<file path="config.mk">
export PLATFORM = sky130hd
export DESIGN_NAME = sw_time_counter
export DESIGN_NICKNAME = d
export VERILOG_FILES = /design/src/rtl/sw_time_counter.sv
export SDC_FILE = /design/constraint.sdc
export NUM_CORES = 1
export LEC_CHECK = 0
export CAP_MARGIN = 40
export CELL_PAD_IN_SITES_DETAIL_PLACEMENT = 1
export CELL_PAD_IN_SITES_GLOBAL_PLACEMENT = 2
export CORE_MARGIN = 4
export CORE_UTILIZATION = 37
export DETAILED_ROUTE_END_ITERATION = 7
export GPL_TIMING_DRIVEN = 0
export PLACE_DENSITY_LB_ADDON = 0.05
export SLEW_MARGIN = 20
export SYNTH_ARGS = -nofsm -noshare
export SYNTH_HDL_FRONTEND = slang
export SYNTH_SLANG_ARGS = --single-unit
</file>
<file path="constraint.sdc">
create_clock -name clk -period 4.2 [get_ports clk]
set_clock_uncertainty 0.05 [all_clocks]
set_input_delay 1.05 -clock clk [delete_from_list [all_inputs] [get_ports clk]]
set_output_delay 1.05 -clock clk [all_outputs]
set_load 0.005 [all_outputs]
</file>
<file path="src/rtl/sw_time_counter.sv">
// Stopwatch timebase: 100 Hz prescaler feeding a carry-chained BCD time register (SS.hh).
// Optional lap-freeze display hold is enabled by defining SW_LAP_EN.
module sw_time_counter #(
   parameter int TICK_DIV = 1000000,
   parameter int LIM_H    = 10,
   parameter int LIM_T    = 10,
   parameter int LIM_S    = 10,
   parameter int LIM_ST   = 6
) (
   input  logic        clk,
   input  logic        reset,
   input  logic        start_stop,
   input  logic        clear,
`ifdef SW_LAP_EN
   input  logic        lap,
`endif
   output logic [15:0] digits,
   output logic        running,
   output logic        wrap
);

   localparam int PW = $clog2(TICK_DIV);
   localparam logic [3:0] LIM_M1 [4] = '{4'(LIM_H - 1), 4'(LIM_T - 1),
                                          4'(LIM_S - 1), 4'(LIM_ST - 1)};

   typedef enum logic [1:0] {IDLE, RUN, PAUSE} state_t;

   state_t        state, state_next;
   logic [PW-1:0] presc, presc_next;
   logic [15:0]   live, live_next;
   logic          tick, zero, carry;

   // Button inputs are single-cycle pulses; each asserted cycle is one event.
   always_comb begin
      state_next = state;
      zero       = 1'b0;
      case (state)
         IDLE:    if (start_stop) state_next = RUN;
         RUN:     if (start_stop) state_next = PAUSE;
         PAUSE: begin
            if (clear) begin
               state_next = IDLE;
               zero       = 1'b1;
            end else if (start_stop) begin
               state_next = RUN;
            end
         end
         default: state_next = IDLE;
      endcase
   end

   assign tick = (state == RUN) && (presc == PW'(TICK_DIV - 1));

   always_comb begin
      presc_next = presc;
      if (zero)
         presc_next = '0;
      else if (state == RUN)
         presc_next = tick ? '0 : presc + 1'b1;
   end

   // Each stage wraps at its limit and passes the carry on within the same cycle.
   always_comb begin
      live_next = live;
      carry     = tick;
      for (int i = 0; i < 4; i++) begin
         if (carry) begin
            if (live[i*4 +: 4] >= LIM_M1[i]) begin
               live_next[i*4 +: 4] = 4'd0;
            end else begin
               live_next[i*4 +: 4] = live[i*4 +: 4] + 4'd1;
               carry               = 1'b0;
            end
         end
      end
      if (zero)
         live_next = '0;
   end

   always_ff @(posedge clk) begin
      if (reset) begin
         state   <= IDLE;
         presc   <= '0;
         live    <= '0;
         running <= 1'b0;
         wrap    <= 1'b0;
      end else begin
         state   <= state_next;
         presc   <= presc_next;
         live    <= live_next;
         running <= (state_next == RUN);
         wrap    <= carry;
      end
   end

`ifdef SW_LAP_EN
   logic        frozen;
   logic [15:0] snap;

   // The snapshot is the value on display at the lap edge; counting carries on underneath.
   always_ff @(posedge clk) begin
      if (reset) begin
         frozen <= 1'b0;
         snap   <= '0;
      end else if (start_stop || clear) begin
         frozen <= 1'b0;
      end else if (lap && state == RUN) begin
         frozen <= ~frozen;
         snap   <= live;
      end
   end

   assign digits = frozen ? snap : live;
`else
   assign digits = live;
`endif

endmodule

</file>
* After elaboration in Yosys (flattened, before gate mapping)
Index checks and enable logic that the tools add are counted. Widths: inputs -> output; s select.
Word-level totals: bits in registers 40, input bits 4, output and inout port bits 18, word-level logic and storage cells 44
Cells by class: $add $sub $neg 5, $lt $le $gt $ge 4, equality and inequality tests 4, multiplexer cells 18, bitwise operators 1, reductions and logical operators 4
Operator list (number):
- $add 20x1->20 const B | 1
- $eq 20x20->1 const B | 1
- $mux 20 | 1
- $add 4x1->4 const B | 4
- $mux 4 | 4
- $ge 4x4->1 const B | 3
- $mux 1 | 9
- $mux 2 | 3
- $pmux 2 s3 | 1
- $eq 2x1->1 const B | 2
- $ge 4x3->1 const B | 1
- $reduce_or 2->1 | 2
- $eq 2x2->1 const B | 1
- $logic_not 2->1 | 1
- $logic_and 1x1->1 | 1
- $not 1->1 | 1

* Logic depth before layout (Yosys ltp)
depth after elaboration 7, gate-level depth with buffers 8, depth with buffers taken out 6

* Least setup slack after synthesis
No wires, ideal clock.
kind input port to flip-flop, start point input port clear, end point register presc[10], setup time 0.064 ns, arrival time 1.961 ns, data required time 4.086 ns, slack 2.125 ns, cell stages on the path 5, buffers on the path 1, cells stage by stage and3b_1 nor2_1 o21ai_2 buf_2 nor2_1
Between the ends: word-level cells in the longest chain between the ends 3
RTL lines:
- start: declaration | RTL line 13 | input logic clear,
- $mux 1 | RTL line 41 | if (clear) begin
- $mux 1 | RTL line 37 | case (state)
- $reduce_or 2->1 (no source line)
- end signal: assignment | RTL line 89 | presc <= presc_next;
- end: declaration | RTL line 29 | logic [PW-1:0] presc, presc_next;
Every way passes these cells. A chain may end at the register's enable or synchronous reset.

* Worst setup path in the final report
start point input port clear, end point register presc[7]
Same word-level chain as after synthesis.

==> impl_metrics.csv <==
group,metric,value,unit
clocking,cts_setup_buffers,0,
setup_path,critPathRequiredTime,4.38,ns
die,fp-row-count,28,
layout,syn_to_final_growth,18.23,%
grt,grt_overflow,0,
routing,dr.first_iter.drc_count,49,
grt,grt_pass1_wl,10080,um
die,coreArea,0.005921,mm^2
routing,num_vias,2038,
layout,fillers,715,
routing,dr.pass1.iters,4,
setup_path,startpoint,"clear",
synth,yosysUniqueCellTypes,48,
layout,final_cell_count_no_fill,369,
clocking,h-tree-depth,2,
synth,synth_area_per_cell,8.522,um^2
synth,syn-cell-area,0.002258,mm^2
place,io_buffers,21,
setup_path,worstSetupStartpointType,"input pin",
clocking,cts-hold-fix-buffers,0,
grt,groute.usage.overall,16.93,%
setup_path,ff2ff_path_depth,7,
setup_path,crit_chain,"clkdlybuf4s50_1 -> and3b_1 -> nor2_1 -> o21ai_2 -> buf_2 -> nor2_1",
place,placed_area,0.002562,mm^2
timing,min_period,2.679,ns
setup_path,endpoint,"presc[7]$_SDFFE_PP0P_",
routing,drc,0,
synth,yosysSeqAreaShare,35.46,%
grt,grt_max_degree,13,
die,initial_core_util,38.14,%
timing,timing.final.crit_share,63.79,%
layout,nets,310,
setup_path,crit_top_cell,"nor2_1",
timing,tightest_slew,0.6086,ns
die,dieHeight,86.13,um
setup_path,cp_slowest_cell,"nor2_1",
min_path,min_path_type,"flop to flop",
grt,first_global_vias,1990,
power,p_leak,0.9264,nW
setup_path,r2r_start,"digits[8]$_SDFFE_PP0P_",
power,power_density,271.7,mW/mm^2
clocking,cts_tree,"yes",
die,die_w,86.13,um
timing,setup_viol,0,
job,max_cap_viol_count,0,
layout,seq_area,800.8,um^2
power,switching_share,21.80,%
setup_path,rr_endpoint,"digits[13]$_SDFFE_PP0P_",
clocking,post_cts_resized,0,
power,power_frac_comb,3.2,%
setup_path,crit_path_end_kind,"flop",
clocking,cts_buffers,5,
synth,syn-num-nets,282,
power,p_sw,158.1,uW
clocking,cts.sinks,40,
die,io_pins,22,
power,clkPwrFrac,43.6,%
timing,hold_violations,0,
die,dieArea,0.007418,mm^2
place,globalplace.congestion,0.7685,
synth,async_flop_share,0,%
layout,multi_input_area,0.001329,mm^2
power,vdd_ir_drop_max,199.9,uV
setup_path,worstPathArrival,2.86,ns
timing,tns,0,ns
min_path,hold_depth,2,
layout,diodes,0,
clocking,clock_path_buffers,2,
routing,ant_nets,0,
layout,final_area,0.002670,mm^2
routing,vias_per_cell,5.523,
synth,yosys_warnings,0,
synth,synth_seq_cells,40,
timing,final-max-slew-violation-count,0,
synth,synth_edf_count,0,
place,dp_hpwl,4243,um
layout,final_cell_mix,"dfxtp_1, nor2_1, a21oi_1, clkdlybuf4s50_1, nand4_1",
place,dp_cells,361,
layout,layout.cells.most_common,"dfxtp_1",
clocking,cts_root_buf,"clkbuf_8",
timing,fmax,373.2,MHz
synth,synth_top_area_cell,"dfxtp_1",
synth,synth_ff_type,"dfxtp_1",
power,seqPwrFrac,53.2,%
synth,syn_inst,265,
timing,relSlewSlack,59.42,%
timing,rsz0062_at_grt,"no",
setup_path,path_class,"input pin to flop",
outcome,run_status,"finished, final reports clean",
setup_path,critPathMaxFanout,10,
routing,finalWirelength,5830,um
power,power.internal,567.2,uW
timing,fin_hold_ws,0.4579,ns
setup_path,rrSetupSlack,1.94,ns
layout,final_layout_size_suffix_gt1_share,7.823,%
clocking,clk_pin_slew,0.08,ns
synth,yosys-top-cells-area,"dfxtp_1, ha_1, nand4_1, a21oi_1, nor2_1",
synth,yosys.area.top_type_share,35.46,%
routing,routedWlPerCell,15.80,um
clocking,clk_latency,0.29,ns
setup_path,cp_slowest_stage_delay,0.45,ns
grt,antenna_found_initial,0,
metrics by stage:
stage          util, %  power (mW)  setup WS, ns
4_1_cts          45.10      0.7359         1.498
2_1_floorplan        -      0.4061         2.125
3_3_place_gp     43.28      0.4181         1.224
6_report         45.10      0.7253         1.521
3_5_place_dp     43.28      0.4184         1.181
5_1_grt          45.10      0.7565         1.393
area by class of cell:
| class | instances | share of cell area, % |
|---|---|---|
| Multi-Input combinational cell | 196 | 49.77 |
| Sequential cell | 40 | 29.99 |
| Timing Repair Buffer | 21 | 7.873 |
| Tap cell | 75 | 3.515 |
| Clock buffer | 6 | 2.718 |
| Buffer | 14 | 2.718 |
| Inverter | 15 | 2.109 |
| Clock inverter | 2 | 1.312 |
power by group through the flow:
stage	sequential [mW]	clock, mW	combinational (mW)
2_1_floorplan	0.394	0	0.0126
3_3_place_gp	0.394	0	0.0237
3_5_place_dp	0.395	0	0.0238
4_1_cts	0.386	0.326	0.0239
5_1_grt	0.386	0.343	0.0265
6_report	0.386	0.316	0.0235
worst min-delay path by stage:
| stage | from | end | slack [ns] |
|---|---|---|---|
| final | presc[1]$_SDFFE_PP0P_ | presc[1]$_SDFFE_PP0P_ | 0.46 |
| after global placement | presc[1]$_SDFFE_PP0P_ | presc[1]$_SDFFE_PP0P_ | 0.43 |
| after detailed placement | presc[1]$_SDFFE_PP0P_ | presc[1]$_SDFFE_PP0P_ | 0.45 |
| after CTS | presc[1]$_SDFFE_PP0P_ | presc[1]$_SDFFE_PP0P_ | 0.46 |
| after floorplan | presc[1]$_SDFFE_PP0P_ | presc[1]$_SDFFE_PP0P_ | 0.41 |
| after global routing | presc[15]$_SDFFE_PP0P_ | presc[15]$_SDFFE_PP0P_ | 0.47 |
sequential cells by signal (all words and copies together) (netlist names):
signal and count:
presc 20, state 2, running 1, digits 16, wrap 1
logic make-up (layout without fill, tap and decap cells):
group | after synthesis | in the layout | share of synthesized area, %
XOR/XNOR | 12 | 12 | 4.654
adder cells (fa/ha/maj) | 13 | 13 | 7.202
AND/OR/NAND/NOR | 119 | 119 | 32.36
flip-flops | 40 | 40 | 35.46
AO/OA/AOI/OAI | 51 | 51 | 14.18
multiplexers | 1 | 1 | 0.4432
buffers and inverters | 29 | 58 | 5.706
per-layer routing:
metal  part of all wire, %  up-vias  routed length (um)  track usage [%]
met1                    53      981                3092            25.10
met4                   1.0        0                  59            4.604
met2                    43       25                2507            24.81
met3                   2.9        5                 170            3.266
li1                      -     1027                   -                -
met5                     0        -                   0                0
cell usage after synthesis (5+ instances only):
library cell	number
a21oi_1	21
nor2_1	25
nor4_1	6
xor2_1	5
clkbuf_1	7
o21ai_0	8
nand4_1	19
inv_1	15
o31ai_1	6
and4_1	8
xnor2_1	7
ha_1	13
dfxtp_1	40
nand2_1	15
nand3_1	10
worst max-delay path, delay by kind of cell:
kind            cells  cell delay (ns)
simple gates        3             0.80
buf+inv             2             0.71
compound gates      1             0.29
(Power assumes the default switching activity.)
